## src/rtl/zjh_seq_pkg.sv

```systemverilog
// Shared constants for the zjh_74HC194 shift sequencer: FSM state codes and register mode codes.
package zjh_seq_pkg;

    localparam logic [1:0] ST_IDLE  = 2'd0;
    localparam logic [1:0] ST_LOAD  = 2'd1;
    localparam logic [1:0] ST_SHIFT = 2'd2;
    localparam logic [1:0] ST_DONE  = 2'd3;

    localparam logic [1:0] S_HOLD  = 2'b00;
    localparam logic [1:0] S_RIGHT = 2'b01;
    localparam logic [1:0] S_LEFT  = 2'b10;
    localparam logic [1:0] S_LOAD  = 2'b11;

    // Mode pins for an active shift in the latched direction.
    function automatic logic [1:0] shift_mode(input logic left);
        return left ? S_LEFT : S_RIGHT;
    endfunction

endpackage

```

## src/rtl/zjh_seq_bitcnt.sv

```systemverilog
// Shift counter modelled on the 74HC161: synchronous clear, count enable, async active-low master reset.
module zjh_seq_bitcnt #(
    parameter int CW = 3
) (
    input  logic          Clk,
    input  logic          MR_N,
    input  logic          clr,
    input  logic          en,
    output logic [CW-1:0] q
);

    logic [CW-1:0] q_q;
    logic [CW-1:0] q_d;

    // Clear has priority over count, like the 161's synchronous load-to-zero.
    always_comb begin
        q_d = q_q;
        if (clr) begin
            q_d = '0;
        end else if (en) begin
            q_d = q_q + CW'(1);
        end
    end

    always_ff @(posedge Clk or negedge MR_N) begin
        if (!MR_N) begin
            q_q <= '0;
        end else begin
            q_q <= q_d;
        end
    end

    assign q = q_q;

endmodule

```

## src/rtl/zjh_shift_seq.sv

```systemverilog
// Sequencer for a zjh_74HC194: parallel-load, shift len places, pulse done.
// Define ZJH_SHIFT_ROTATE_EN to feed ser_fb back into DSR/DSL during SHIFT (rotate instead of fill).
module zjh_shift_seq
    import zjh_seq_pkg::*;
#(
    parameter int WIDTH = 4,
    parameter int CW    = 3
) (
    input  logic          Clk,
    input  logic          MR_N,
    input  logic          req,
    input  logic          dir,
    input  logic [CW-1:0] len,
    input  logic          hold,
    input  logic          fill,
    input  logic          ser_fb,
    output logic [1:0]    S,
    output logic          DSR,
    output logic          DSL,
    output logic          busy,
    output logic          done,
    output logic [CW-1:0] cnt
);

    localparam logic [CW-1:0] LEN_MAX = CW'(WIDTH);

    logic [1:0]    state_q, state_d;
    logic          dir_q, dir_d;
    logic [CW-1:0] len_q, len_d;
    logic          fill_q, fill_d;
    logic          cnt_clr;
    logic          cnt_en;
    logic          fill_src;

    zjh_seq_bitcnt #(
        .CW (CW)
    ) u_bitcnt (
        .Clk  (Clk),
        .MR_N (MR_N),
        .clr  (cnt_clr),
        .en   (cnt_en),
        .q    (cnt)
    );

    always_comb begin
        state_d = state_q;
        dir_d   = dir_q;
        len_d   = len_q;
        fill_d  = fill_q;
        cnt_clr = 1'b0;
        cnt_en  = 1'b0;
        case (state_q)
            ST_IDLE: begin
                if (req) begin
                    dir_d   = dir;
                    len_d   = (len > LEN_MAX) ? LEN_MAX : len;
                    fill_d  = fill;
                    cnt_clr = 1'b1;
                    state_d = ST_LOAD;
                end
            end
            ST_LOAD: begin
                state_d = (len_q != '0) ? ST_SHIFT : ST_DONE;
            end
            ST_SHIFT: begin
                // Exit on the edge that brings cnt up to len_q, so cnt stops at len_q.
                if (!hold) begin
                    cnt_en = 1'b1;
                    if (cnt + CW'(1) == len_q) begin
                        state_d = ST_DONE;
                    end
                end
            end
            ST_DONE: begin
                state_d = ST_IDLE;
            end
            default: begin
                state_d = ST_IDLE;
            end
        endcase
    end

    always_ff @(posedge Clk or negedge MR_N) begin
        if (!MR_N) begin
            state_q <= ST_IDLE;
            dir_q   <= 1'b0;
            len_q   <= '0;
            fill_q  <= 1'b0;
        end else begin
            state_q <= state_d;
            dir_q   <= dir_d;
            len_q   <= len_d;
            fill_q  <= fill_d;
        end
    end

    always_comb begin
        S = S_HOLD;
        case (state_q)
            ST_LOAD:  S = S_LOAD;
            ST_SHIFT: S = hold ? S_HOLD : shift_mode(dir_q);
            default:  S = S_HOLD;
        endcase
    end

    assign busy = (state_q != ST_IDLE);
    assign done = (state_q == ST_DONE);

`ifdef ZJH_SHIFT_ROTATE_EN
    assign fill_src = (state_q == ST_SHIFT) ? ser_fb : fill_q;
`else
    logic unused_ser_fb;
    assign unused_ser_fb = ser_fb;
    assign fill_src      = fill_q;
`endif

    // Both serial inputs carry the same source; the register only listens to the one its mode selects.
    assign DSR = fill_src;
    assign DSL = fill_src;

endmodule

```

## config.mk

```make
export PLATFORM = sky130hd
export DESIGN_NAME = zjh_shift_seq
export DESIGN_NICKNAME = d
export VERILOG_FILES = /design/src/rtl/zjh_seq_pkg.sv /design/src/rtl/zjh_seq_bitcnt.sv /design/src/rtl/zjh_shift_seq.sv
export SDC_FILE = /design/constraint.sdc
export NUM_CORES = 1
export LEC_CHECK = 0
export ABC_AREA = 1
export CORE_MARGIN = 2
export CORE_UTILIZATION = 44
export DETAILED_ROUTE_END_ITERATION = 7
export PLACE_DENSITY = 0.76
export SLEW_MARGIN = 20
export SYNTH_ARGS = -nofsm -noshare
export SYNTH_HDL_FRONTEND = slang
export SYNTH_SLANG_ARGS = --single-unit
```

## constraint.sdc

```tcl
create_clock -name Clk -period 1.7 [get_ports Clk]
set_input_delay 0.34 -clock Clk [delete_from_list [all_inputs] [get_ports Clk]]
set_output_delay 0.34 -clock Clk [all_outputs]
set_load 0.1 [all_outputs]
```

======== After elaboration in Yosys (flattened, before gate mapping) ========
Index checks and enable logic that the tools add are counted.
cells by class
  equal/unequal tests ..................... 7
  $lt $le $gt $ge ......................... 1
  add/subtract/negate cells ............... 1
  multiplexer cells ....................... 15
  reduce and logical (&&, ||, !) cells .... 6
operators by type and width
  operator                                              count
  two-way mux 2 bit                                     5
  two-way mux 3 bit                                     3
  case mux 2 bit (4 select lines)                       1
  inequality test 2 bit, second input constant          3
  two-way mux 1 bit                                     5
  == test 2 bit, second input constant                  2
  case mux 2 bit (2 select lines)                       1
  nonzero test 2 bit                                    2
  adder 3 x 1 -> 3 bit, second input constant           1
  == test 3 bit                                         1
  greater-than comparator 3 bit, second input constant  1
  AND reduction 3 bit                                   1
  nonzero test 3 bit                                    1
  == test 2 x 1 -> 1 bit, second input constant         1
  zero test 2 bit                                       1
  AND reduction 2 bit                                   1
word-level totals
  bits of input ports ..................... 10
  register bits after elaboration ......... 10

======== Depth between registers and ports, before layout ========
  word-level depth ........................ 5
  depth in mapped cells ................... 11

======== By module ========
From an unflattened synthesis, not the netlist that was laid out.
second synthesis, totals
  cell total of the unflattened synthesis .. 87
  area, all modules ....................... 649.4 um^2
by module, submodules not included
  module          times used  cells each  area each (um^2)
  zjh_shift_seq   1           70          506.7
  zjh_seq_bitcnt  1           17          142.6

======== Worst setup path before layout ========
OpenSTA, ideal clock, no wires.
  path type ............................... reg-to-output
  from .................................... reg state_q[0]
  to ...................................... out S[1]
  stages on the path, launching flop included .. 5
  data required time ...................... 1360 ps
  setup slack ............................. -914 ps
  arrival time ............................ 2274 ps
  buffers on the path ..................... 0
  path through ............................ dfrtp_1 -> inv_1 -> ha_1 -> inv_1 -> a21oi_1
on the way
  cells in the longest elaborated chain, start to end .. 2
  elaborated cells between the ends (all ways) .. 3
RTL lines
  element                                                  line                 RTL
  from (decl)                                              zjh_shift_seq.sv:27  logic [1:0] state_q, state_d;
  from (signal assigned)                                   zjh_shift_seq.sv:90  state_q <= state_d;
  == test 2 bit or == test 2 x 1 -> 1 bit (tied branches)  zjh_shift_seq.sv:99  case (state_q)
  case mux 2 bit (2 select lines) (*)                      zjh_shift_seq.sv:99
  to (decl)                                                zjh_shift_seq.sv:17  output logic [1:0] S,
Every way passes the cells marked *; elsewhere a longest branch is shown, timed or not.

======== Worst setup path after layout ========
Same ends and word-level chain as after synthesis.

==> run metrics <==
status=finished, violations left; violated checks=setup timing; FF-to-FF Start=u_bitcnt.q[0]; Largest stage delay, worst path=0.40 ns; global-route wire length before repair=2770 um; antenna violations before repair=0; grt total ovfl=0; fin nets=131; fin. max-slew vios=0; Max clock buf depth=2; cts bufs inserted=3; Tcrit/Tclk final=106%; Vias/cell=5.16; RSZ-0062 raised after global routing=yes; Setup crit start=state_q[0]; CTS Hold Bufs=0; R2R setup slack=0.18 ns; final hold viol count=0; Mapped Area=631 um2; vias in the first global route=669; IO Port Bufs=17; antenna-violating nets left=0; Hold WC Path Type=in2async; Yosys cell types=15; CP Cell Sequence=inv_2 -> ha_4 -> nand3_2 -> a21oi_4 -> buf_12; die area=0.00175 mm2; Root Buffer=clkbuf_4; Yosys warning count=0; Die Width=41.9 um; CTS tree=done; crit path time final=1.81 ns; crit start category=flop; DP Wirelength=1130 um; post-route cell area=0.00111 mm2; routability cong.=0.735; # IOs=19; Syn Inst Count=83; CP delay by family, top=flip-flops; Synth Area per Inst=7.60 um2; core area=0.00132 mm2; max-cap viol count=0; cell area after placement=981 um2; Initial Util=47.9%; worst slew pin tran=0.446 ns; # DRC=0; Worst Setup End Kind=primary output; Seq/Total Area, Yosys=39.7%; clock sink count=10; Crit Path Class=reg2out; syn nets=99; Critical Path Fanout Max=4; clock skew=0.00336 ns; clk_lat worst skew=0.27 ns; Starting DRT DRC Count=12; total track usage=21.7%; slowest CP cell=dfrtp_1; worst slack, placed=0.00784 ns; 1st-pass router iterations=5; RR Endpoint=state_q[1]; share of layout cells above drive strength 1=43.0%; DRT Wirelength=1750 um; H-tree levels=1; Crit path buffers/inverters=2; post-route setup slack=-0.105 ns; Worst-path clk slew=0.06 ns; largest net degree at the start of global routing=11; normalized max-slew margin=70.2%; cells on worst reg2reg path=10; post-DR wirelength/cell=13.6 um; Crit path arrival time=1.47 ns; via count=666; Die H=41.9 um; row count=13; Achievable Freq=554 MHz; Layout area overhead=76.4%; WP data required=1.36 ns; antenna cells=0; Setup violations, final=2; post-synthesis register bit count=10
## state kept, by name, summed over array words and instances (netlist names)
register    flops
u_bitcnt.q      3
len_q           3
DSL             1
state_q         2
dir_q           1
## worst max-delay path by stage
stage / slack, ns / end / depth (start not counted)
global placement: 0.01 / S[0] / 7
global route: -0.14 / S[0] / 7
detailed placement: 0.008 / S[0] / 7
finish: -0.11 / S[1] / 5
CTS: -0.08 / S[1] / 5
floorplan: -0.04 / state_q[1] / 7
## routing by layer
layer	vias to the layer above	GRT usage, %	part of all wire (%)
met3	9	3.48	5.4
met1	306	26.1	41
li1	325	-	-
met5	-	0	0
met4	0	12.9	4.2
met2	26	35.9	49
## layout make-up
| cell class | count | area, um2 |
|---|---|---|
| timing repair buffer | 28 | 343 |
| clock buffer | 4 | 26.3 |
| multi-input combinational | 59 | 415 |
| sequential | 10 | 254 |
| tap | 15 | 18.8 |
| inverter | 13 | 55.1 |
| fill | 83 | 205 |
## cells in the mapped netlist
| library cell | count | area, um2 |
|---|---|---|
| xnor2_1 | 1 | 8.76 |
| nand3_2 | 1 | 10.0 |
| buf_4 | 1 | 7.51 |
| inv_1 | 12 | 45.0 |
| inv_2 | 1 | 3.75 |
| ha_1 | 6 | 75.1 |
| nand2_2 | 4 | 25.0 |
| nand2_1 | 22 | 82.6 |
| o21ai_0 | 3 | 15.0 |
| a22o_1 | 1 | 8.76 |
| or2_4 | 1 | 8.76 |
| nand3_1 | 8 | 40.0 |
| a21oi_1 | 4 | 20.0 |
| dfrtp_1 | 10 | 250 |
| nor2_1 | 8 | 30.0 |
## placed cells by master, fill, tap and decap left out, drive strengths merged
cell type	instances
clkinvlp	1
o21ai	3
xnor2	1
inv	12
nand3	9
or2	1
a21oi	4
ha	6
clkdlybuf4s50	8
a22o	1
nor2	8
nand2	26
clkbuf	4
dfrtp	10
buf	20
## stage by stage
step / instances / hold slack, ns / utilization, % / setup TNS (ns)
2_1_floorplan: 83 / 0.0444 / - / -0.101
3_3_place_gp: 116 / 0.511 / 74.5 / 0
3_5_place_dp: 116 / 0.535 / 74.5 / 0
4_1_cts: 127 / 0.379 / 81.4 / -0.149
5_1_grt: 129 / 0.415 / 84.4 / -0.273
6_report: 129 / 0.385 / 84.4 / -0.199
## timing repair
item,4_1_cts,5_1_grt
pin swaps,5,2
setup endpoints to repair,2,3
resized for setup,5,5
buffers inserted,7,2
## cell families (layout without fill, tap and decap cells)
kind of cell             after synthesis  count (layout)  share of synthesized area, %
AND/OR/NAND/NOR                       44              44                          31.2
buffers and inverters                 14              45                          8.93
flip-flops                            10              10                          39.7
AO/OA/AOI/OAI                          8               8                          6.94
adder cells (fa/ha/maj)                6               6                          11.9
XOR/XNOR                               1               1                          1.39
Power is not shown: default switching activity piles up to over one toggle a cycle in this logic, so the estimate is an artifact.
